### src/rtl/hcsr04_pkg.sv
// Shared HC-SR04 timing constants and responder state type.
// Imported by the echo responder and by sensor_driver.
package hcsr04_pkg;

    typedef enum logic [2:0] {
        IDLE,
        TRIG,
        BURST,
        ECHO,
        HOLDOFF
    } resp_state_t;

    localparam int DEF_CLK_FREQ       = 50_000_000;
    localparam int DEF_TRIG_MIN_US    = 10;
    localparam int DEF_BURST_DELAY_US = 250;
    localparam int US_PER_CM          = 58;
    localparam int MAX_CM             = 400;
    localparam int TIMEOUT_US         = 38000;
    localparam int DEF_HOLDOFF_US     = 10000;
    localparam int DIST_W             = 9;

    function automatic int max_of(input int a, input int b);
        return (a > b) ? a : b;
    endfunction

endpackage

### src/rtl/bit_sync.sv
// Two-flop synchroniser for a single asynchronous level.
// Ports: clk, rst (async, active-high, clears to 0), d (async in), q (synced out).
module bit_sync (
    input  logic clk,
    input  logic rst,
    input  logic d,
    output logic q
);

    logic meta;

    always_ff @(posedge clk or posedge rst) begin
        if (rst) begin
            meta <= 1'b0;
            q    <= 1'b0;
        end else begin
            meta <= d;
            q    <= meta;
        end
    end

endmodule

### src/rtl/ultrasonic_echo_responder.sv
// Sensor-side HC-SR04 model: validates the trigger width, waits the burst
// delay, then returns an echo whose width encodes distance_cm.
// Ports: clk, rst (async, active-high), trig (async in), distance_cm [8:0],
//        echo, busy, trig_accepted (1-cycle), out_of_range (latched).
module ultrasonic_echo_responder #(
    parameter int CLK_FREQ       = hcsr04_pkg::DEF_CLK_FREQ,
    parameter int TRIG_MIN_US    = hcsr04_pkg::DEF_TRIG_MIN_US,
    parameter int BURST_DELAY_US = hcsr04_pkg::DEF_BURST_DELAY_US,
    parameter int US_PER_CM      = hcsr04_pkg::US_PER_CM,
    parameter int MAX_CM         = hcsr04_pkg::MAX_CM,
    parameter int TIMEOUT_US     = hcsr04_pkg::TIMEOUT_US,
    parameter int HOLDOFF_US     = hcsr04_pkg::DEF_HOLDOFF_US
) (
    input  logic       clk,
    input  logic       rst,
    input  logic       trig,
    input  logic [8:0] distance_cm,
    output logic       echo,
    output logic       busy,
    output logic       trig_accepted,
    output logic       out_of_range
);

    import hcsr04_pkg::*;

    localparam int CYC_US      = CLK_FREQ / 1_000_000;
    localparam int TRIG_CYC    = TRIG_MIN_US * CYC_US;
    localparam int BURST_CYC   = BURST_DELAY_US * CYC_US;
    localparam int CM_CYC      = US_PER_CM * CYC_US;
    localparam int TIMEOUT_CYC = TIMEOUT_US * CYC_US;
    localparam int HOLD_CYC    = HOLDOFF_US * CYC_US;
    localparam int INRANGE_CYC = MAX_CM * CM_CYC;

    localparam int MAX_CYC = max_of(max_of(TIMEOUT_CYC, INRANGE_CYC),
                                    max_of(max_of(HOLD_CYC, BURST_CYC),
                                           TRIG_CYC));
    localparam int CNT_W   = $clog2(MAX_CYC + 1);
    localparam int CM_W    = $clog2(CM_CYC + 1);
    localparam int PW      = DIST_W + CM_W;

    localparam logic [CNT_W-1:0]  ONE_K     = CNT_W'(1);
    localparam logic [CNT_W-1:0]  TRIG_K    = CNT_W'(TRIG_CYC);
    localparam logic [CNT_W-1:0]  BURST_K   = CNT_W'(BURST_CYC - 1);
    localparam logic [CNT_W-1:0]  TIMEOUT_K = CNT_W'(TIMEOUT_CYC);
    localparam logic [CNT_W-1:0]  HOLD_K    = CNT_W'(HOLD_CYC);
    localparam logic [DIST_W-1:0] MAX_CM_K  = DIST_W'(MAX_CM);
    localparam logic [PW-1:0]     CM_K      = PW'(CM_CYC);

    if (CYC_US < 1) begin : g_bad_clk
        $error("CLK_FREQ must be at least 1 MHz");
    end
    if (BURST_CYC < 2 || HOLD_CYC < 1 || TRIG_CYC < 1) begin : g_bad_time
        $error("burst needs >= 2 cycles, holdoff and trigger >= 1");
    end
    if (TIMEOUT_CYC < 1 || CM_CYC < 1) begin : g_bad_echo
        $error("echo timing constants must be non-zero");
    end
    if (MAX_CM > (1 << DIST_W) - 1) begin : g_bad_cm
        $error("MAX_CM does not fit distance_cm");
    end
    if (INRANGE_CYC >= (1 << CNT_W) || TIMEOUT_CYC >= (1 << CNT_W)) begin : g_bad_w
        $error("echo length truncated by counter width");
    end

    logic              trig_s;
    resp_state_t       state;
    logic [CNT_W-1:0]  cnt;
    logic [PW-1:0]     prod_q;
    logic [CNT_W-1:0]  echo_len;
    logic              oor_now;

    bit_sync u_trig_sync (
        .clk (clk),
        .rst (rst),
        .d   (trig),
        .q   (trig_s)
    );

    assign oor_now = (distance_cm == '0) || (distance_cm > MAX_CM_K);

    // prod_q is only consumed when the latched range flag is clear,
    // so the in-range product always fits the counter.
    assign echo_len = out_of_range ? TIMEOUT_K : CNT_W'(prod_q);

    always_ff @(posedge clk or posedge rst) begin
        if (rst) begin
            state         <= IDLE;
            cnt           <= '0;
            prod_q        <= '0;
            echo          <= 1'b0;
            busy          <= 1'b0;
            trig_accepted <= 1'b0;
            out_of_range  <= 1'b0;
        end else begin
            trig_accepted <= 1'b0;
            unique case (state)
                IDLE: begin
                    if (trig_s) begin
                        state <= TRIG;
                        cnt   <= ONE_K;
                    end
                end
                TRIG: begin
                    // In TRIG the previous synced sample was high, so a
                    // low sample here is the falling edge.
                    if (trig_s) begin
                        if (cnt < TRIG_K) begin
                            cnt <= cnt + ONE_K;
                        end
                    end else if (cnt >= TRIG_K) begin
                        state         <= BURST;
                        cnt           <= BURST_K;
                        busy          <= 1'b1;
                        trig_accepted <= 1'b1;
                        out_of_range  <= oor_now;
                        prod_q        <= PW'(distance_cm) * CM_K;
                    end else begin
                        state <= IDLE;
                        cnt   <= '0;
                    end
                end
                BURST: begin
                    if (cnt == ONE_K) begin
                        state <= ECHO;
                        echo  <= 1'b1;
                        cnt   <= echo_len;
                    end else begin
                        cnt <= cnt - ONE_K;
                    end
                end
                ECHO: begin
                    if (cnt == ONE_K) begin
                        state <= HOLDOFF;
                        echo  <= 1'b0;
                        cnt   <= HOLD_K;
                    end else begin
                        cnt <= cnt - ONE_K;
                    end
                end
                HOLDOFF: begin
                    if (cnt == ONE_K) begin
                        state <= IDLE;
                        busy  <= 1'b0;
                        cnt   <= '0;
                    end else begin
                        cnt <= cnt - ONE_K;
                    end
                end
                default: begin
                    state <= IDLE;
                    cnt   <= '0;
                    echo  <= 1'b0;
                    busy  <= 1'b0;
                end
            endcase
        end
    end

endmodule
### config.mk
export PLATFORM = sky130hd
export DESIGN_NAME = ultrasonic_echo_responder
export DESIGN_NICKNAME = d
export VERILOG_FILES = /design/src/rtl/hcsr04_pkg.sv /design/src/rtl/bit_sync.sv /design/src/rtl/ultrasonic_echo_responder.sv
export SDC_FILE = /design/constraint.sdc
export NUM_CORES = 1
export LEC_CHECK = 0
export CELL_PAD_IN_SITES_DETAIL_PLACEMENT = 0
export CELL_PAD_IN_SITES_GLOBAL_PLACEMENT = 1
export CORE_UTILIZATION = 41
export CTS_BUF_LIST = sky130_fd_sc_hd__clkbuf_2 sky130_fd_sc_hd__clkbuf_4 sky130_fd_sc_hd__clkbuf_8
export DETAILED_ROUTE_END_ITERATION = 6
export PLACE_DENSITY = 0.78
export SYNTH_ARGS = -nofsm -noshare
export SYNTH_HDL_FRONTEND = slang
export SYNTH_SLANG_ARGS = --single-unit
export TNS_END_PERCENT = 20
### constraint.sdc
create_clock -name clk -period 3.93 [get_ports clk]
set_clock_uncertainty 0.2 [all_clocks]
set_input_delay 0.9825 -clock clk [delete_from_list [all_inputs] [get_ports clk]]
set_output_delay 0.9825 -clock clk [all_outputs]
set_load 0.03 [all_outputs]
# After elaboration in Yosys (flattened, before gate mapping)
# Index checks and enable logic that the tools add are counted.
# W data, S select, Z words.
# word_totals
register_bits	49
latchBits	0
ramBits	0
rom_bits	0
inputBits	12
output_inout_bits	4
word_cells	65
memories	0
# classes
addsub	2
multipliers	1
n_div	0
n_lt_le_gt_ge	3
eq_ne	12
n_shift	0
mux	25
bitwise_logic	3
n_reduce_logical	10
# op_table
operator	count
$mux W21	7
$pmux W21 S5	1
$add A21 B1 Y21 const B	1
$eq A21 B1 Y1 const B	1
$ge A21 B9 Y1 const B	1
$lt A21 B9 Y1 const B	1
$sub A21 B1 Y21 const B	1
$mul A9 B10 Y19 const B	1
$mux W3	5
$pmux W3 S5	1
$mux W14	1
$ne A2 B2 Y1 const B	5
$gt A9 B9 Y1 const B	1
$logic_not A9 Y1	1
$mux W1	7
$eq A3 B2 Y1 const B	2
$pmux W1 S3	2
$reduce_and A3 Y1	2
$reduce_or A3 Y1	2
$reduce_and A5 Y1	1
$reduce_and A4 Y1	1
$eq A3 B1 Y1 const B	1
$eq A3 B3 Y1 const B	1
$logic_not A3 Y1	1
6 further kinds	8

# Longest topological paths before layout
# Gate-level depths: netlist of run 1.
# logic_depth
depth_word	4
ltp_mapped	15

# Hierarchy
# A second synthesis of run 1 with hierarchy kept.
# unflattened
cells_unflattened	559
area_unflattened_um2	4798.4
# modules_own_cells
module	n_inst	cells_each	area_per_inst_um2	seq_area_each_um2
ultrasonic_echo_responder	1	556	4744.6	1176.1
bit_sync	1	3	53.8	50.0

# Worst setup path after synthesis of run 1
# Ideal clock, no wire load.
# synth_path
path_kind	input port to flip-flop
startpoint	in distance_cm[3]
endpoint	reg prod_q[18]
setup_time_ns	0.146
arrival_ns	4.440
t_required_ns	3.584
setup_slack_ns	-0.856
cell_stages	14
path_cell_list	ha_1 > inv_1 > fa_1 > inv_1 > fa_1 > inv_1 > fa_1 > inv_1 > ha_1 > or4_1 > o21ai_0 > o221ai_1 > mux2i_1 > o311ai_0
# synth_via
elab_chain_len	1
# synth_rtl
element	line_no	text
from (decl)	ultrasonic_echo_responder.sv:17	input logic [8:0] distance_cm,
$mul A9 B10 Y19	ultrasonic_echo_responder.sv:116	prod_q <= PW'(distance_cm) * CM_K;
to (signal assigned)	ultrasonic_echo_responder.sv:116	
to (decl)	ultrasonic_echo_responder.sv:68	logic [PW-1:0] prod_q;
# Every way passes these cells.
# A chain may end at the register's enable or synchronous reset.

# Worst setup path in the final report of run 1
# layout_path
startpoint	in distance_cm[5]
endpoint	reg prod_q[18]
# The elaborated chain is that of the path after synthesis.

==> run summary, run 1 <==
status = finished with violations
failing checks = setup timing
Gate Count Post-Synth = 572
# diodes = 0
Seq cells post-synth = 49
Mapped Area = 4752 um^2
Final min period = 4.300 ns
initial core utilization = 42.90%
final hold viol count = 0
slew at the pin closest to its max-slew limit = 0.5981 ns
multi-input logic area = 3356 um^2
Synth Area in Simple Gates = 19.06%
Post-synth EDFFs = 0
Max IR drop VDD = 190.9 uV
largest net degree at the start of global routing = 23
unrepaired setup endpoints after global routing = yes
Util after Layout = 52.56%
fin area = 5823 um^2
met3 usage in global routing = 2.667%
XOR/XNOR share of the synthesized area = 4.055%
vias = 4335
Placer Congestion = 0.8887
post-synthesis mux area share = 0.4476%
GRT met2 Usage = 40.70%
PwrDens = 398.1 nW/um^2
total CTS buffers = 5
final worst-path cycle share = 109.4%
Rows = 38
vias in the first global route = 4367
Avg Vias per Cell = 5.586
Post-DP HPWL = 9793 um
num ports = 16
Total Wirelength = 12460 um
initial antenna violation count = 0
Post-Syn Area per Cell = 8.308 um^2
gr usage total = 22.50%
root buf cell = clkbuf_8
Setup crit start = distance_cm[5]
worst-path fanout max = 4
Area growth syn-to-layout = 22.54%
WP data arrival = 4.28 ns
Reg-to-Reg Start = cnt[10]
post-synth cell types = 57
FF/Latch Area = 1226 um^2
clock buffer depth = 2
Top FF cell, synth = dfrtp_1
Worst slew margin = 59.79%
routed length per placed instance = 16.05 um
largest family of logic cells by synthesized area = adder cells
DRC = 0
Peak Freq = 232.5 MHz
CP required = 3.91 ns
die area = 12030 um^2
fin. max-slew vios = 0
H-tree depth = 2
min setup slack post-route = -0.3702 ns
clk_lat worst skew = 0.32 ns
antenna viol nets, final = 0
FFs w/ async S/R, synth = 100.0%
die height = 109.7 um
die width = 109.7 um
CTS Hold Buffers Added = 0
Starting DRT DRC Count = 258
PortBufs = 15
Pleak = 2.805 nW
Setup Viol. Count Final = 10
fin nets = 725
met1 GRT Util = 27.12%
first-pass GRT wire length = 21000 um
worst hold margin = 0.1560 ns
net count after synthesis = 662
CP Launch Type = primary input
area share of fa/ha/maj cells after synthesis = 24.17%
clock sink count = 49
synth warn = 0
Seq/Total Area, Yosys = 25.80%
TritonRoute pass-1 iters = 5
Remaining Overflow, GRT = 0
Hold Path Origin = u_trig_sync.meta
clk slew on worst S/H paths = 0.09 ns
compound-cell area share of the yosys netlist = 18.14%
Hold Path Class = register to register
layout cells sized above 1 = 20.91%
Area after DPL = 5524 um^2
maxcap violations = 0
Setup CP Type = primary input to register
global routing's busiest layer = met2
core area = 11080 um^2
CTS tree = built
filler instances = 1057
crit end category = register
==> state kept, by name, summed over array words and instances, names as in the netlist <==
register          count
u_trig_sync.meta      1
busy                  1
prod_q               19
out_of_range          1
trig_accepted         1
cnt                  21
state                 3
echo                  1
u_trig_sync.q         1
==> timing repair <==
item | 4_1_cts | 5_1_grt
endpoints found under the setup margin | 12 | 11
buffers inserted | 5 | 0
pin swaps | 27 | 11
gates resized for setup | 77 | 11
==> placed cells by master, fill, tap and decap left out, types with 3 or more instances in the layout <==
cell	synthesis	final
dfrtp_1	49	49
xor2_1	12	12
nand4_1	8	8
o31ai_1	7	6
nand3_1	20	20
nor3_1	16	15
clkdlybuf4s50_1	0	6
a21o_1	4	4
xnor2_1	10	9
nor2b_1	3	3
ha_1	55	44
buf_2	7	4
a221o_1	4	4
buf_6	0	3
inv_1	71	55
a211oi_1	4	4
o21a_1	3	3
a31oi_1	4	4
or3_1	7	7
fa_1	23	23
a22o_1	5	5
buf_4	1	70
inv_2	1	16
clkbuf_8	0	5
ha_4	0	11
a21oi_1	20	18
or4_1	6	4
nor4_1	11	10
nor2_1	34	32
nand2_1	69	69
o21ai_0	45	36
nor3b_1	3	3
o311ai_0	4	3
o211ai_1	8	8
o21ai_1	0	6
==> cell usage after synthesis, types with 12 or more instances <==
cell type   n  area share (%)
xor2_1     12             2.2
clkbuf_1   21             1.7
nor2_1     34             2.7
nand2_1    69             5.5
inv_1      71             5.6
dfrtp_1    49              26
ha_1       55              14
nor3_1     16             1.7
a21oi_1    20             2.1
o21ai_0    45             4.7
fa_1       23             9.7
nand3_1    20             2.1
==> metal layers <==
metal	routed length (um)	up-vias
met4	406	0
met2	6142	92
met5	0	-
li1	-	2125
met1	5497	2090
met3	411	28
==> logic make-up (layout without fill, tap and decap cells) <==
logic type,Yosys count,after routing
DFF,49,49
muxes,2,2
AOI/OAI and AO/OA,131,131
xor gates and xnor gates,22,22
and+or+nand+nor,188,188
buffers and inverters,102,166
adders and majority gates,78,78
==> worst max-delay path, stage by stage <==
cell and delay [ns]:
buf_8 0.10, ha_4 0.27, inv_2 0.04, fa_1 0.48, inv_1 0.05, fa_1 0.48, inv_1 0.05, fa_1 0.49
inv_2 0.04, ha_4 0.15, or4_4 0.54, o21ai_4 0.22, o221ai_2 0.12, mux2i_1 0.17, o311ai_1 0.12
==> worst paths after layout <==
kind	endpoint	slack [ns]	cells past startpoint
worst max-delay path	prod_q[18]	-0.37	15
max in group asynchronous	cnt[14]	2.19	3
min in group asynchronous	state[0]	0.72	2
worst min-delay path	u_trig_sync.q	0.16	0
worst min register to register	u_trig_sync.q	0.16	0
worst max register to register	cnt[1]	0.57	7
==> final cells by class <==
cell class	count	share of cell area, %
Inverter	72	4.684
Timing Repair Buffer	86	11.65
Clock inverter	2	0.6661
Clock buffer	6	1.311
Tap cell	140	3.008
Multi-Input combinational cell	421	57.63
Sequential cell	49	21.06
==> power by group <==
| group | switching, mW | internal [mW] | total, mW |
|---|---|---|---|
| clock | 0.182 | 0.198 | 0.381 |
| sequential | 0.0152 | 0.509 | 0.524 |
| combinational | 0.708 | 0.705 | 1.41 |
| total | 0.906 | 1.41 | 2.32 |
==> stage by stage <==
step                instances  setup WS (ns)  total power [mW]  setup TNS [ns]
floorplan                 572        -0.4811             1.342          -3.538
global placement          763         -1.123             1.749          -11.41
detailed placement        763         -1.191             1.773          -12.26
CTS                       776        -0.3803             2.256          -2.608
global route              776        -0.4633             2.507          -3.736
finish                    776        -0.3702             2.318          -2.595
Power figures use the tool's default switching activity.
==> inputs of run 2 (changes only) <==
--- a/config.mk
+++ b/config.mk
@@ -10,7 +10,8 @@
 export CORE_UTILIZATION = 41
 export CTS_BUF_LIST = sky130_fd_sc_hd__clkbuf_2 sky130_fd_sc_hd__clkbuf_4 sky130_fd_sc_hd__clkbuf_8
 export DETAILED_ROUTE_END_ITERATION = 6
-export PLACE_DENSITY = 0.78
+export DONT_BUFFER_PORTS = 1
+export PLACE_DENSITY = 0.76
 export SYNTH_ARGS = -nofsm -noshare
 export SYNTH_HDL_FRONTEND = slang
 export SYNTH_SLANG_ARGS = --single-unit
==> constraint.sdc (replaced) <==
create_clock -name clk -period 4.08 [get_ports clk]
set_clock_uncertainty 0.2 [all_clocks]
set_input_delay 1.02 -clock clk [delete_from_list [all_inputs] [get_ports clk]]
set_output_delay 1.02 -clock clk [all_outputs]
set_load 0.03 [all_outputs]
==> run 2 against run 1 <==
Compared with the run above:
- the run still ends with setup timing left
- combinational power down 16%
- critical path type unchanged
- hold slack improved by 0.0036 ns
- non-clock buffer count fell by 41
- via count shrank 3.4%
- critical endpoint unchanged
- flip-flop and latch count is the same
- sequential power down 3%
- sequential share of layout area up 1.9 points
- setup slack better by 0.25 ns
- core utilization down 4.3 points
- global-route usage shrank 0.18 points
- clock-buffer cell count is 1 lower
==> run summary, run 2 (synthesis gave the netlist of run 1 again) <==
clk slew on worst S/H paths = 0.11 ns
die area = 12030 um^2
Total Wirelength = 12200 um
WP data arrival = 4.19 ns
crit-path cells = ha_4, inv_2, fa_1, inv_1, fa_1, inv_1, fa_1, inv_2, ha_4, or4_4, o21ai_4, o221ai_2, mux2i_1, o311ai_1
# diodes = 0
PwrDens = 377.1 nW/um^2
fin. max-slew vios = 0
clock sink count = 49
Setup Viol. Count Final = 9
unrepaired setup endpoints after global routing = yes
Post-DP HPWL = 9574 um
failing checks = setup timing
Hold Path Class = register to register
num ports = 16
Post-CTS Setup Repair Bufs = 0
Avg Vias per Cell = 5.698
DRC = 0
Util after Layout = 48.29%
commonest cells after routing, fill and taps aside = nand2_1 (69), inv_1 (64), ha_1 (50)
top flop regs = cnt x21, prod_q x19, state x3
die height = 109.7 um
vias = 4188
root buf cell = clkbuf_8
delay-heaviest family, CP = adder cells
crit end category = register
fin area = 5350 um^2
sum of negative setup slack = -0.5644 ns
routed length per placed instance = 16.60 um
vias in the first global route = 4224
PortBufs = 0
Rows = 38
H-tree depth = 2
Peak Freq = 238.1 MHz
critical path's largest stage delay = 0.54 ns
dpl cells = 727
final worst-path cycle share = 103.0%
slew at the pin closest to its max-slew limit = 1.034 ns
commonest non-fill, non-tap cell in the layout = nand2_1
maxcap violations = 0
final hold viol count = 0
layout cells sized above 1 = 13.11%
status = finished with violations
antenna viol nets, final = 0
worst-path fanout max = 4
Biggest register = cnt
TritonRoute pass-1 iters = 5
Pleak = 2.603 nW
Largest register FFs = 21
first-pass GRT wire length = 20870 um
CP Buf/Inv Count = 4
clock buffer depth = 2
CTS Hold Buffers Added = 0
min setup slack post-route = -0.1206 ns
core area = 11080 um^2
slowest cell on the critical path = or4_4
largest net degree at the start of global routing = 50
Area after DPL = 5216 um^2
Setup CP Type = primary input to register
Remaining Overflow, GRT = 0
CTS tree = built
Max IR drop VDD = 176.1 uV
total CTS buffers = 5
Worst slew margin = 30.98%
Placer Congestion = 0.8998
final non-filler cell total = 735
Starting DRT DRC Count = 230
Pwr Total = 2.018 mW
CP Launch Type = primary input
most used cell, CP = fa_1
clk_lat worst skew = 0.31 ns
fin nets = 684
die width = 109.7 um
initial core utilization = 42.90%
Worst Setup Slack post-DPL = -0.4889 ns
gr usage total = 22.32%
Final min period = 4.201 ns
initial antenna violation count = 0
worst hold margin = 0.1596 ns
CP required = 4.07 ns
Area growth syn-to-layout = 12.59%
==> run 2: cell types whose count changed in the layout (fill, tap and decap cells not counted), sizes merged <==
cell           before  now
clkinv              1    0
clkbuf              6    5
dlygate4sd2         1    0
clkinvlp            0    1
bufinv              1    0
buf                79   45
inv                72   74
clkdlybuf4s50       6    0
==> run 2: cell type report <==
cell class              instances  area, um^2
flip-flops and latches         49        1226
fillers                      1099        5728
clock inverters                 3       28.78
clock buffers                   5       68.82
well taps                     140       175.2
multi-input cells             421        3239
repair buffers                 45       337.8
inverters                      72       274.0
==> run 2: path summary, 6_finish.rpt <==
| kind | end | depth (start not counted) | from | slack [ns] |
|---|---|---|---|---|
| setup / recovery | prod_q[18] | 14 | distance_cm[3] | -0.12 |
| min in group asynchronous | u_trig_sync.q | 1 | rst | 0.62 |
| max in group asynchronous | prod_q[14] | 1 | rst | 2.42 |
| hold / removal | u_trig_sync.q | 0 | u_trig_sync.meta | 0.16 |
| setup reg to reg | cnt[0] | 8 | cnt[10] | 0.56 |
| hold reg to reg | u_trig_sync.q | 0 | u_trig_sync.meta | 0.16 |
==> run 2: what timing repair did <==
| item | in CTS | in global routing |
|---|---|---|
| pin swaps | 1 | 0 |
| setup endpoints to repair | 9 | 9 |
| gates cloned | 0 | 0 |
| gates resized for setup | 6 | 5 |
==> run 2: report_power, final <==
| part | switching (mW) | total, mW | internal [mW] |
|---|---|---|---|
| clock | 0.189 | 0.319 | 0.130 |
| sequential | 0.0169 | 0.507 | 0.491 |
| combinational | 0.605 | 1.19 | 0.586 |
| total | 0.811 | 2.02 | 1.21 |
==> run 2: worst reg2reg max path, stage by stage, from the launching register on <==
cell and delay [ns]:
dfrtp_1 0.48, or4_1 0.60, or4_1 0.64, o31ai_1 0.38, buf_4 0.20, or2_2 0.33, inv_2 0.20, nor4_1 0.29
nor3_1 0.09
==> run 2: routing by layer <==
layer  track usage, %  routed length [um]  vias to the layer above
met5                0                   0                        -
met4            6.857                 286                        0
met3            3.023                 686                       22
met2            37.83                5734                      118
met1            29.47                5493                     2007
li1                 -                   -                     2041
